<file path="config.mk">
export PLATFORM = sky130hd
export DESIGN_NAME = use_wor_bus
export DESIGN_NICKNAME = d
export VERILOG_FILES = /design/src/rtl/use_wor_bus.sv
export SDC_FILE = /design/constraint.sdc
export NUM_CORES = 1
export LEC_CHECK = 0
export CAP_MARGIN = 5
export CORE_AREA = 4 4 41 43
export CTS_BUF_LIST = sky130_fd_sc_hd__clkbuf_8
export CTS_CLUSTER_SIZE = 12
export DETAILED_ROUTE_END_ITERATION = 6
export DIE_AREA = 0 0 45 47
export GPL_TIMING_DRIVEN = 0
export PLACE_DENSITY = 0.32
export SKIP_CTS_REPAIR_TIMING = 1
export SLEW_MARGIN = 0
export SYNTH_ARGS = -nofsm -noshare
export SYNTH_HDL_FRONTEND = slang
export SYNTH_SLANG_ARGS = --single-unit
</file>
<file path="constraint.sdc">
create_clock -name clk -period 0.8 [get_ports clk]
set_input_delay 0.16 -clock clk [delete_from_list [all_inputs] [get_ports clk]]
set_output_delay 0.16 -clock clk [all_outputs]
set_load 0.01 [all_outputs]
</file>
<file path="src/rtl/use_wor_bus.sv">
// Wired-OR resolution of two gated drivers (A&B, C|D) with registered copy and conflict flag.
// Define WOR_STATS_EN to add the saturating hit_cnt statistics counter.
module use_wor_bus #(
    parameter int WIDTH = 1,
    parameter int CNT_W = 8
) (
    input  logic             clk,
    input  logic             rst,
    input  logic [WIDTH-1:0] A,
    input  logic [WIDTH-1:0] B,
    input  logic [WIDTH-1:0] C,
    input  logic [WIDTH-1:0] D,
    input  logic [1:0]       drv_en,
    output logic [WIDTH-1:0] f,
    output logic [WIDTH-1:0] f_q,
    output logic             conflict_q
`ifdef WOR_STATS_EN
    ,
    output logic [CNT_W-1:0] hit_cnt
`endif
);

    logic [WIDTH-1:0] w_d0;
    logic [WIDTH-1:0] w_d1;
    logic [WIDTH-1:0] w_f;
    logic             w_conflict;

    // A disabled driver pulls nothing, so the net resolves to 0 rather than high-Z.
    assign w_d0       = drv_en[0] ? (A & B) : '0;
    assign w_d1       = drv_en[1] ? (C | D) : '0;
    assign w_f        = w_d0 | w_d1;
    assign w_conflict = drv_en[0] & drv_en[1] & (|(w_d0 ^ w_d1));

    assign f = w_f;

    logic [WIDTH-1:0] r_f_q;
    logic             r_conflict_q;

    always_ff @(posedge clk or posedge rst) begin
        if (rst) begin
            r_f_q        <= '0;
            r_conflict_q <= 1'b0;
        end else begin
            r_f_q        <= w_f;
            r_conflict_q <= w_conflict;
        end
    end

    assign f_q        = r_f_q;
    assign conflict_q = r_conflict_q;

`ifdef WOR_STATS_EN
    logic [CNT_W-1:0] r_hit_cnt;

    // Holds at all-ones instead of wrapping so long activity never reads as low activity.
    always_ff @(posedge clk or posedge rst) begin
        if (rst) begin
            r_hit_cnt <= '0;
        end else if ((w_f != '0) && (r_hit_cnt != {CNT_W{1'b1}})) begin
            r_hit_cnt <= r_hit_cnt + 1'b1;
        end
    end

    assign hit_cnt = r_hit_cnt;
`endif

endmodule

</file>
=== Word-level counts from Yosys, hierarchy flattened ===
Index checks and enable logic that the tools add are counted.

* Register bits after elaboration: 2

* Multiplexer cells: 2
* Bitwise operators: 6

{| class="wikitable"
|+ Operators with widths
! operator !! number
|-
| $and 1x1->1 || 3
|-
| $mux 1 || 2
|-
| $or 1x1->1 || 2
|-
| $xor 1x1->1 || 1
|}

=== Logic depth before layout (Yosys ltp) ===
* Depth in word-level cells: 4
* Mapped depth: 3

=== Least setup slack after synthesis ===
Ideal clock, no wire load.

* Kind: input port to flip-flop
* From: input port drv_en[0]
* To: register r_conflict_q, in the netlist conflict_q
* Path buffers: 0
* Setup slack: 34 ps
* Required time: 680 ps
* Arrival time: 646 ps
* Stages on the path: 3
* Setup time: 120 ps
* Path through: nand3_1 -> ha_1 -> and3_1

* Word-level cells in the longest chain between the ends: 3
* Elaborated cells on any way between the ends: 4

{| class="wikitable"
|+ RTL lines
! what !! line !! source
|-
| start: declaration || 13 || <nowiki>input logic [1:0] drv_en,</nowiki>
|-
| $mux 1 || 29 || <nowiki>assign w_d0 = drv_en[0] ? (A & B) : '0;</nowiki>
|-
| $xor 1x1->1 || 32 || <nowiki>assign w_conflict = drv_en[0] & drv_en[1] & (|(w_d0 ^ w_d1));</nowiki>
|-
| $and 1x1->1 * || 32 ||
|-
| named net w_conflict || 26 || <nowiki>logic w_conflict;</nowiki>
|-
| end signal: assignment || 45 || <nowiki>r_conflict_q <= w_conflict;</nowiki>
|-
| end: declaration || 37 || <nowiki>logic r_conflict_q;</nowiki>
|}

The timed path passes the listed nets; every way through them passes the cells marked *.

=== Worst setup path after layout ===
* From: input port C
* To: output port f

* Word-level cells in the longest chain between the ends: 3

{| class="wikitable"
|+ RTL lines
! what !! line !! source
|-
| start: declaration || 11 || <nowiki>input logic [WIDTH-1:0] C,</nowiki>
|-
| $or 1x1->1 || 30 || <nowiki>assign w_d1 = drv_en[1] ? (C | D) : '0;</nowiki>
|-
| $mux 1 || 30 ||
|-
| $or 1x1->1 || 31 || <nowiki>assign w_f = w_d0 | w_d1;</nowiki>
|-
| end: declaration || 14 || <nowiki>output logic [WIDTH-1:0] f,</nowiki>
|}

No other way between the ends.

==> results <==
## through the flow
step / power (mW) / hold slack (ns) / worst slack, ns / cells / utilization (%)
2_1_floorplan: 0.1282 / -0.09882 / 0.03430 / 8 / -
3_3_place_gp: 0.1856 / 0.3261 / -0.8791 / 33 / 15.77
6_report: 0.5777 / 0.1082 / -0.05994 / 36 / 18.65
3_5_place_dp: 0.1861 / 0.3273 / -0.8793 / 33 / 15.77
5_1_grt: 0.6179 / 0.1193 / -0.08870 / 36 / 18.65
4_1_cts: 0.6010 / 0.1101 / -0.8875 / 36 / 18.94
## kinds of logic (layout without fill, tap and decap cells)
kind of cell / after synthesis / after routing / share of synthesized area, %
DFF: 2 / 2 / 57.97
and+or+nand+nor: 2 / 2 / 13.04
buffers and inverters: 2 / 15 / 8.699
adders and majority gates: 1 / 1 / 14.49
AOI/OAI and AO/OA: 1 / 1 / 5.792
## area by class of cell
| type | count | area, sq um |
|---|---|---|
| clock buffer | 3 | 41.29 |
| timing repair buffer | 10 | 90.09 |
| multi-input combinational | 4 | 35.03 |
| fill | 153 | 1059 |
| sequential | 2 | 50.05 |
| inverter | 2 | 7.507 |
| tap | 15 | 18.77 |
## path summary, 6_finish.rpt
check                                  endpoint  slack, ns  cells past startpoint
max                                           f      -0.06                      5
min in group clk           conflict_q$_DFF_PP0_       0.23                      2
min                        conflict_q$_DFF_PP0_       0.11                      2
max in group asynchronous         f_q$_DFF_PP0_       0.59                      2
## layer usage
metal	wire length [um]	share of wire, %	track usage [%]	vias up
li1	-	-	-	52
met1	139	43	4.100	38
met2	98	30	3.672	13
met3	74	23	4.215	2
met4	14	4.3	8.772	0
met5	0	0	0	-
## registers in the layout (all words and copies together) (netlist names)
name / count
conflict_q: 1
f_q: 1
## worst max-delay path, stage by stage
cell     delay, ns
buf_6         0.09
o21ai_2       0.12
ha_2          0.18
inv_2         0.04
buf_6         0.11
## cells in the final DEF (no fill, tap or decap)
| cell | count |
|---|---|
| ha_2 | 1 |
| buf_2 | 1 |
| o21ai_2 | 1 |
| clkbuf_8 | 3 |
| dfrtp_1 | 2 |
| buf_6 | 2 |
| inv_1 | 1 |
| clkdlybuf4s50_1 | 1 |
| and3_1 | 1 |
| nand3_1 | 1 |
| clkbuf_2 | 3 |
| dlymetal6s2s_1 | 3 |
| inv_2 | 1 |
## where the power goes
part | internal [mW] | total (mW) | switching, mW
clock network | 0.318 | 0.400 | 0.0816
logic | 0.0418 | 0.0680 | 0.0262
registers | 0.108 | 0.110 | 0.00146
==> results.tsv <==
metric	value	unit
status	finished, violations left	
synthesized area	86.33	sq um
Die W	45	um
nets@finish	32	
# setup viols final	3	
share of cells above drive strength 1	57.14	%
pwr/cell area	2380	nW/um^2
Synth Warn #	0	
setup TNS	-0.1478	ns
pin count of the biggest net entering global routing	3	
Peak VDD IR	397.9	uV
Leakage Power	0.1444	nW
Mapped Cells	8	
H-tree levels	1	
post-placement cell area	205.2	sq um
crit path capture type	output pin	
Synth top area share	57.97	%
vias in the first global route	120	
Final WS setup	-0.05994	ns
Ports	11	
#FFs+latches synth	2	
Syn Nets	17	
GR Overflow Total	0	
post-synthesis sequential area ratio	57.97	%
Max Clock Freq	1163	MHz
post-layout instance area	242.7	sq um
die height	47	um
area delta synth->final	181.2	%
Vias	105	
IO Port Bufs	10	
part of the cycle the worst path needs	107.5	%
Pre-antenna DRT Iters	2	
DR iter-0 viols	1	
CP required	0.64	ns
initial antenna violation count	0	
GRT Total Usage	4.506	%
Via density	2.917	
endpoints failing hold	0	
CP Max Fanout	2	
starting density of the core	6.635	%
Synth cell types	6	
Slew headroom	92.76	%
Worst setup SP type	input port	
Worst setup startpoint	C	
Clock Root Buffer	clkbuf_8	
post-route ant nets	0	
worst hold-check path type	in2async	
Worst EP arrival	0.70	ns
RSZ-0062 raised after global routing	true	
Final min period	0.8599	ns
Async SR Flop Fraction	100.0	%
main flop type after synthesis	dfrtp_1	
Routed WL	327	um
max-cap violation count	0	
core area	1301	sq um
Synth area leader	dfrtp_1	
Slew @ Worst Pin	0.1084	ns
Routed WL per cell	9.083	um
num rows	13	
Ant. Diodes	0	
top post-synthesis cells by count	2 x dfrtp_1, 2 x inv_1	
# DRC	0	
Crit Path Class	in2out	
pins over their slew limit	0	
largest cells by area after synthesis	dfrtp_1 58%, ha_1 14%, inv_1 8.7%	
clock sink count	2	
Clock transition at path regs	0.03	ns
synthesized area per cell	10.79	sq um
TritonCTS Buffers	3	
Post-synth EDFFs	0	
global-route wire length before repair	517	um
TritonCTS clock tree	built	
clk buf depth	2	
failing checks	setup timing	
routability cong.	0.5833	
die area	2115	sq um
(Power assumes the default switching activity.)
==> edit: new RTL, config.mk and constraints unchanged <==
Register the inputs `A`, `B`, `C`, `D` and `drv_en` before use, with the module's reset. The logic sees them one clock later. Comments in the files are not updated.
--- a/src/rtl/use_wor_bus.sv
+++ b/src/rtl/use_wor_bus.sv
@@ -21,4 +21,26 @@
 );
 
+    logic [WIDTH-1:0] A_q;
+    logic [WIDTH-1:0] B_q;
+    logic [WIDTH-1:0] C_q;
+    logic [WIDTH-1:0] D_q;
+    logic [1:0] drv_en_q;
+
+    always_ff @(posedge clk or posedge rst) begin
+        if (rst) begin
+            A_q      <= '0;
+            B_q      <= '0;
+            C_q      <= '0;
+            D_q      <= '0;
+            drv_en_q <= '0;
+        end else begin
+            A_q      <= A;
+            B_q      <= B;
+            C_q      <= C;
+            D_q      <= D;
+            drv_en_q <= drv_en;
+        end
+    end
+
     logic [WIDTH-1:0] w_d0;
     logic [WIDTH-1:0] w_d1;
@@ -27,8 +49,8 @@
 
     // A disabled driver pulls nothing, so the net resolves to 0 rather than high-Z.
-    assign w_d0       = drv_en[0] ? (A & B) : '0;
-    assign w_d1       = drv_en[1] ? (C | D) : '0;
+    assign w_d0       = drv_en_q[0] ? (A_q & B_q) : '0;
+    assign w_d1       = drv_en_q[1] ? (C_q | D_q) : '0;
     assign w_f        = w_d0 | w_d1;
-    assign w_conflict = drv_en[0] & drv_en[1] & (|(w_d0 ^ w_d1));
+    assign w_conflict = drv_en_q[0] & drv_en_q[1] & (|(w_d0 ^ w_d1));
 
     assign f = w_f;
Formal check against the unedited RTL: not equivalent (a bounded check fails within 4 cycles, from zero or initial values and one cycle with rst high).
==> edit against the unedited design <==
  * Utilization rose by 12 points
  * Synthesized area rose to 2.7 times the old value
  * Fmax fell by 28%
  * Sequential share of layout area rose by 30 points
  * Sequential cell count rose by 6
  * Sequential power rose to 4.0 times the old value
  * Via count rose by 37%
  * Wire length rose by 19%
  * Critical path type is now flip-flop to output port
  * Total power rose by 69%
  * The flow still finishes with violations (setup timing)
  * Setup slack got worse by 340 ps
  * Design area rose by 63%
  * Hold slack improved by 83 ps
==> edit: results (changes against the unedited design) <==
metric	value	unit	change
number of filler instances in the final layout	134		was 153
top cells by instance count after synthesis	dfrtp_1 (8), inv_1 (2)		was dfrtp_1 (2), inv_1 (2)
Avg Vias per Cell	3.43		was 2.92
flip-flop count of the largest register after layout	2		
failing checks	setup timing		unchanged
Inserted Clock Buffers	3		unchanged
I/O Buffers	10		unchanged
overall global routing resource usage	4.87	%	was 4.51%
Synth Area in XOR/XNOR	0	%	unchanged
worst skew pair latency	220	ps	
number of levels the H-tree was split into	1		unchanged
post-DR wirelength/cell	9.24	µm	was 9.08 µm
number of placed instances, taps included	39		was 33
pin count of the biggest net entering global routing	9		was 3
run status	finished, violations left		unchanged
classification of the worst-slack hold path	input port to async pin		unchanged
Mapped Nets	23		was 17
post-synthesis sequential area ratio	84.7	%	was 58.0%
synth warn	0		unchanged
CP Max Fanout	2		unchanged
maximum ir drop on the vdd rail	0.000933	V	was 0.000398 V
Starting DRT DRC Count	0		was 1
fraction of final layout cells sized beyond drive strength 1	33.3	%	was 57.1%
share of cell area taken by muxes after synthesis	0	%	unchanged
fraction of the mapped netlist area in adder cells	5.29	%	was 14.5%
cell-internal power	803	µW	was 468 µW
worst clock skew on the final layout	0.850	ps	
number of standard cells in the final layout excluding fillers	42		was 36
top area cells in the synthesized netlist	dfrtp_1 (85%), ha_1 (5.3%), inv_1 (3.2%)		was dfrtp_1 (58%), ha_1 (14%), inv_1 (8.7%)
fraction of registers with async set/reset	100	%	unchanged
final weighted congestion in routability-driven placement	0.598		was 0.583
library cells used by synthesis	6		unchanged
setup slack after placement	-560	ps	was -879 ps
CTS root buffer	clkbuf_8		unchanged
# setup viols final	5		was 3
antenna violations before repair	0		unchanged
Final WS setup	-398	ps	was -59.9 ps
largest register by flop count	drv_en_q		
pin slew with the least headroom to its limit	298	ps	was 108 ps
reported leakage power	0.000181	µW	was 0.000144 µW
via count of the first global-routing pass	168		was 120
global-route wire length before repair	641	µm	was 517 µm
number of enable-type register cells in the synthesized netlist	0		unchanged
synthesized area per cell	16.9	µm²	was 10.8 µm²
fin nets	38		was 32
antenna fix cells	0		unchanged
Max Root-Sink Buffers	2		unchanged
iteration count of the initial detailed-routing pass	1		was 2
critical path data arrival time	1040	ps	was 700 ps
area after detailed placement	355	µm²	was 205 µm²
synthesized-area fraction occupied by ao, oa, aoi and oai cells	2.12	%	was 5.80%
clock-pin slew reported for the worst setup and hold paths after clock tree synthesis	40	ps	
setup TNS	-728	ps	was -148 ps
==> edit: changes by cell type after synthesis, sizes merged <==
cell	change
dfrtp	+6
==> edit: kinds of logic (layout without fill, tap and decap cells) <==
| kind of cell | count (synthesis) | count (layout) |
|---|---|---|
| buffers and inverters | 2 | 15 |
| AND/OR/NAND/NOR | 2 | 2 |
| AO/OA/AOI/OAI | 1 | 1 |
| adder cells (fa/ha/maj) | 1 | 1 |
| flip-flops | 8 | 8 |
==> edit: final timing paths <==
check,from,to,slack [ps],cells after the start
max,D_q$_DFF_PP0_,f,-400,4
min,rst,drv_en_q[0]$_DFF_PP0_,190,2
max reg2reg,D_q$_DFF_PP0_,conflict_q$_DFF_PP0_,-220,3
min reg2reg,drv_en_q[1]$_DFF_PP0_,conflict_q$_DFF_PP0_,540,1
max in group asynchronous,rst,D_q$_DFF_PP0_,380,2
min in group clk,B,B_q$_DFF_PP0_,380,1
==> edit: critical path, cell delays in order, from the launching register on <==
cell and delay, ps:
dfrtp_1 350, o21ai_1 140, ha_2 180, inv_2 40, buf_6 110
==> edit: final cells by class <==
class                           count  area [µm²]  share of cell area (%)
Clock buffer                        3        41.3                    10.4
Timing Repair Buffer               10        91.3                    23.1
Sequential cell                     8         200                    50.6
Inverter                            2        7.51                    1.90
Tap cell                           15        18.8                    4.75
Multi-Input combinational cell      4        36.3                    9.18
==> edit: power groups by stage <==
stage,clock network [µW],logic [µW],registers [µW]
after detailed placement,0,79.8,440
after global placement,0,78.4,440
after floorplan,0,17.9,442
final,464,78.1,435
after global routing,511,87.6,436
after CTS,483,79.9,435
==> edit: routing by layer <==
metal  global-route usage [%]  part of all wire (%)
met1                     4.22                    41
met2                     7.06                    47
met3                     3.45                    12
met4                     5.26                     0
met5                        0                     0
